==> config.mk <==
export PLATFORM = sky130hd
export DESIGN_NAME = irda_link_sequencer
export DESIGN_NICKNAME = d
export VERILOG_FILES = /design/src/rtl/irda_link_sequencer.sv
export SDC_FILE = /design/constraint.sdc
export NUM_CORES = 1
export LEC_CHECK = 0
export ABC_AREA = 1
export BUFFER_PORTS_ARGS = -buffer_cell sky130_fd_sc_hd__buf_2
export CORE_MARGIN = 5
export CORE_UTILIZATION = 54
export CTS_BUF_LIST = sky130_fd_sc_hd__clkbuf_4 sky130_fd_sc_hd__clkbuf_8
export CTS_CLUSTER_DIAMETER = 200
export DETAILED_ROUTE_END_ITERATION = 10
export MAX_ROUTING_LAYER = met4
export PLACE_DENSITY = 0.75
export SETUP_SLACK_MARGIN = 0.3
export SLEW_MARGIN = 20
export SYNTH_ARGS = -nofsm -noshare
export SYNTH_HDL_FRONTEND = slang
export SYNTH_SLANG_ARGS = --single-unit
==> constraint.sdc <==
create_clock -name wb_clk_i -period 1.93 [get_ports wb_clk_i]
set_clock_uncertainty 0.15 [all_clocks]
set_input_delay 0.579 -clock wb_clk_i [delete_from_list [all_inputs] [get_ports wb_clk_i]]
set_output_delay 0.579 -clock wb_clk_i [all_outputs]
set_load 0.1 [all_outputs]
==> src/rtl/irda_link_sequencer.sv <==
// Sequences IrDA mode changes onto the TX/RX engines: drain the active datapath,
// wait a dark turnaround, then commit the requested configuration.
module irda_link_sequencer #(
    parameter int TURNAROUND_CYCLES = 16,
    parameter int DRAIN_TIMEOUT     = 4096,
    parameter int CNT_W             = 16
) (
    input  logic       wb_clk_i,
    input  logic       wb_rst_i,
    input  logic       req_fast_mode,
    input  logic       req_mir_mode,
    input  logic       req_mir_half,
    input  logic       req_fir_mode,
    input  logic       req_tx_select,
    input  logic       req_loopback,
    input  logic       tx_busy,
    input  logic       rx_busy,
    output logic       cfg_fast_mode,
    output logic       cfg_mir_mode,
    output logic       cfg_mir_half,
    output logic       cfg_fir_mode,
    output logic       cfg_tx_select,
    output logic       cfg_loopback,
    output logic       tx_enable,
    output logic       rx_enable,
    output logic       quiesce_req,
    output logic       switching,
    output logic       switch_done,
    output logic       drain_timeout,
    output logic [1:0] dbg_state_o
);

    typedef enum logic [1:0] {
        ST_RUN    = 2'd0,
        ST_DRAIN  = 2'd1,
        ST_SETTLE = 2'd2,
        ST_APPLY  = 2'd3
    } state_t;

    localparam logic [CNT_W-1:0] TURN_LAST  = CNT_W'(TURNAROUND_CYCLES - 1);
    localparam logic [CNT_W-1:0] DRAIN_LAST = CNT_W'(DRAIN_TIMEOUT - 1);

    state_t           state_q, state_d;
    logic [CNT_W-1:0] cnt_q, cnt_d;
    logic [5:0]       cfg_q, cfg_d;
    logic             switch_done_q, switch_done_d;
    logic             drain_timeout_q, drain_timeout_d;
    logic [5:0]       req_w;
    logic             datapath_on;

    assign req_w = {req_fast_mode, req_mir_mode, req_mir_half,
                    req_fir_mode, req_tx_select, req_loopback};

    always_ff @(posedge wb_clk_i or posedge wb_rst_i) begin
        if (wb_rst_i) begin
            state_q         <= ST_SETTLE;
            cnt_q           <= '0;
            cfg_q           <= '0;
            switch_done_q   <= 1'b0;
            drain_timeout_q <= 1'b0;
        end else begin
            state_q         <= state_d;
            cnt_q           <= cnt_d;
            cfg_q           <= cfg_d;
            switch_done_q   <= switch_done_d;
            drain_timeout_q <= drain_timeout_d;
        end
    end

    always_comb begin
        state_d         = state_q;
        cnt_d           = cnt_q;
        cfg_d           = cfg_q;
        switch_done_d   = 1'b0;
        drain_timeout_d = 1'b0;
        case (state_q)
            ST_RUN: begin
                if (req_w != cfg_q) begin
                    state_d = ST_DRAIN;
                    cnt_d   = '0;
                end
            end
            ST_DRAIN: begin
                // Cancel beats idle, idle beats timeout.
                if (req_w == cfg_q) begin
                    state_d = ST_RUN;
                end else if (!tx_busy && !rx_busy) begin
                    state_d = ST_SETTLE;
                    cnt_d   = '0;
                end else if (cnt_q == DRAIN_LAST) begin
                    state_d         = ST_SETTLE;
                    cnt_d           = '0;
                    drain_timeout_d = 1'b1;
                end else begin
                    cnt_d = cnt_q + CNT_W'(1);
                end
            end
            ST_SETTLE: begin
                cnt_d = cnt_q + CNT_W'(1);
                if (cnt_q == TURN_LAST) begin
                    state_d = ST_APPLY;
                end
            end
            ST_APPLY: begin
                cfg_d         = req_w;
                state_d       = ST_RUN;
                switch_done_d = 1'b1;
            end
            default: begin
                state_d = ST_SETTLE;
                cnt_d   = '0;
            end
        endcase
    end

    // Enables keep their RUN values through DRAIN so an in-flight frame can finish.
    assign datapath_on = (state_q == ST_RUN) || (state_q == ST_DRAIN);

    assign {cfg_fast_mode, cfg_mir_mode, cfg_mir_half,
            cfg_fir_mode, cfg_tx_select, cfg_loopback} = cfg_q;

    assign tx_enable     = datapath_on & cfg_q[1];
    assign rx_enable     = datapath_on & (~cfg_q[1] | cfg_q[0]);
    assign quiesce_req   = (state_q == ST_DRAIN);
    assign switching     = (state_q != ST_RUN);
    assign switch_done   = switch_done_q;
    assign drain_timeout = drain_timeout_q;
    assign dbg_state_o   = state_q;

endmodule

==> results.cfg <==
[outcome]
outcome = complete, but fails checks
violations = setup timing

[global_route]
grt_pass1_vias = 1978
grtUsageMet2 = 0.397
grtUsageMet3 = 0.0464
grt_overflow_total = 0
grt_max_degree = 18
grt_usage = 0.248
grtUsageMet1 = 0.311
antenna_found_initial = 0
top_usage_layer = met2
grt_pass1_wl_mm = 9.44

[floorplanning]
pin_count = 24
die_w_microns = 69.5
die_h_microns = 69.5
num_rows = 21
core_area_sq_um = 3390
start_util = 0.564
dieArea_sq_um = 4830

[routing]
viasPerCell = 5.63
post_drt_wl_per_cell_microns = 16.6
final_antenna_net_count = 0
drtIter0Drc = 250
dr_total_vias = 2186
routed_wl_mm = 6.44
drc = 0
dr.pass1.iters = 7

[pwr]
peakVddDrop_uv = 1670
powerDensity_nw_per_um2 = 1520
power_mw = 4.38
p_leak_nw = 1.45

[min_path]
hp-class = in -> async

[layout]
final_cells = 388
final_area_sq_um = 2880
nNetsFinal = 358
fillCellCount = 168
layout-drive-gt1-share = 0.365
diodes = 0
syn_to_final_growth_pct = 50.6

[sta]
final-max-slew-violation-count = 0
hold_violations = 0
fin_crit_ns = 2.32
holdWs_ns = 0.0706
rsz0062_at_grt = true
relSlewSlack = 0.684
finalSetupViolCount = 6
fmax_mhz = 431
worst_pin_slew_ns = 0.474
setup_slack_ns = -0.391
post-route-period-util = 1.20

[place]
gp_congestion = 0.917
dp.cells = 365
dpl_worst_slack_ns = -0.0348
placed_cell_area_sq_um = 2320
port_buffers = 23
dp_hpwl_mm = 3.34

[yosys]
muxShareOfSynthArea = 0
synth_top_family_by_area = simple AND/OR/NAND/NOR gates
syn_nets = 307
ys_ff_latch = 26
yosys-top-cells-area = dfrtp_1 33%, nand2_1 19%, inv_1 7.7%
synth_cells = 292
synth_compound_area_frac = 0.0354
ys_seq_area_frac = 0.341
synth_fa_ha_area_frac = 0.0327
synth_top_area_frac = 0.327
yosys.area.top_type = dfrtp_1
netlist_area_sq_um = 1910
syn_avg_cell_area_sq_um = 6.54
yosys.area_share.simple = 0.449
synth.yosys.warnings = 0
ys_types = 25
synth_xor_area_frac = 0.0275

[clock_network]
h-tree-depth = 1
clk_latency_ns = 0.34
hold_buffers = 0
cts.sinks = 26
cts_root_buf = clkbuf_4
cts_tree = yes
cts_buffers = 3
clk_path_buf_depth = 2
cts.clk_slew.worst_paths_ns = 0.15

[worst_setup_path]
crit_type = reg -> out
crit_chain = inv_6, ha_4, nor2_4, a21oi_4, buf_12
worst_path_largest_cell_delay_ns = 0.67
worstPathMaxFanout = 3
r2r_setup_slack_ns = 0.03
arrival_ns = 1.59
r2r_end = dbg_state_o[0]$_DFFE_PP0P_
crit_slowest_cell = dfstp_4
cp-start-kind = flip-flop
cp.required_ns = 1.20
rr_worst_depth = 10
crit_buf_inv = 2
worst_setup_path_end_kind = output port
crit_family = flip-flops

[job]
cap_viol_max_count = 0
per-stage QoR:
step           utilization  setup TNS [ns]
5_1_grt              0.849           -2.11
3_3_place_gp         0.686         -0.0512
4_1_cts              0.781           -1.52
3_5_place_dp         0.686         -0.0856
2_1_floorplan            -           -1.97
6_report             0.849           -1.68
worst reg2reg max path: stages, from the launching register on:
cell and delay [ns]:
dfstp_4 0.67, buf_4 0.11, buf_6 0.11, buf_6 0.12, ha_4 0.18, inv_6 0.06, a21oi_4 0.16, nor2_4 0.07
nand2_2 0.08, nand2_1 0.06, o21ai_1 0.08
timing repair:
item	CTS	global route
gates resized for setup	61	38
gates cloned	2	1
endpoints found under the setup margin	38	39
pin swaps	5	11
setup buffers	9	7
worst max path at each step:
stage / start / to / slack, ns / cells after the start
5_1_grt: flip-flop / tx_enable / -0.45 / 5
6_report: flip-flop / rx_enable / -0.39 / 5
4_1_cts: flip-flop / rx_enable / -0.38 / 5
2_1_floorplan: dbg_state_o[0]$_DFFE_PP0P_ / rx_enable / -0.62 / 4
3_5_place_dp: flip-flop / rx_enable / -0.03 / 5
3_3_place_gp: flip-flop / rx_enable / -0.03 / 5
report_power, final:
group	switching (mW)	internal [mW]
combinational	2.01	1.25
clock	0.171	0.116
sequential	0.136	0.694
Yosys cell counts:
cell / count
clkbuf_4: 1
ha_1: 5
dfrtp_1: 25
buf_4: 1
nor2_1: 32
buf_6: 1
buf_2: 4
dfstp_2: 1
o211ai_1: 1
nand3_2: 4
nand2_4: 2
o21ai_1: 2
nor2_2: 3
inv_1: 39
clkbuf_1: 2
nor2_4: 2
nor3_1: 2
a21oi_1: 2
nand2_2: 7
inv_2: 5
nand4_1: 12
nand3_1: 28
nand2_1: 97
xor2_1: 6
o21ai_0: 8
per-layer routing:
layer  vias up  wire length [microns]
li1       1014                      -
met1      1030                   2480
met2       113                   3090
met3        29                    576
met5         -                      0
met4         0                    288
cell families (layout without fill, tap and decap cells):
group           after synthesis  in the layout
compound gates               13             13
xor+xnor                      6              6
simple gates                189            189
flops                        26             26
buf+inv                      53            103
fa+ha+maj                     5              5
flip-flops by register name, indices dropped and copies added, names as in the netlist, named ones only:
register / flops
dbg_state_o: 1
cfg_q: 6
drain_timeout: 1
switch_done: 1
cnt_q: 16
layout make-up:
cell class	instances	area (sq um)	area share
Clock buffer	4	36.3	0.0126
Sequential cell	26	682	0.237
Timing Repair Buffer	55	658	0.229
Inverter	44	189	0.0657
Tap cell	46	57.6	0.0200
Multi-Input combinational cell	213	1250	0.436
placed cells by master, fill, tap and decap left out, types with 3 or more instances in the layout:
cell type / netlist / layout
buf_2: 4 / 10
xor2_1: 6 / 6
inv_1: 39 / 34
ha_4: 0 / 5
nand2_1: 97 / 90
nand3_2: 4 / 6
inv_6: 0 / 3
nand4_1: 12 / 12
inv_2: 5 / 4
nand3_1: 28 / 24
buf_4: 1 / 16
buf_12: 0 / 16
dfrtp_1: 25 / 18
nor2_2: 3 / 8
nor2_1: 32 / 23
nor2_4: 2 / 6
o21ai_1: 2 / 7
dfrtp_4: 0 / 7
nand2_2: 7 / 11
nand2_4: 2 / 5
buf_6: 1 / 10
clkbuf_4: 1 / 3
No activity file was read; power rests on OpenSTA's default activity.
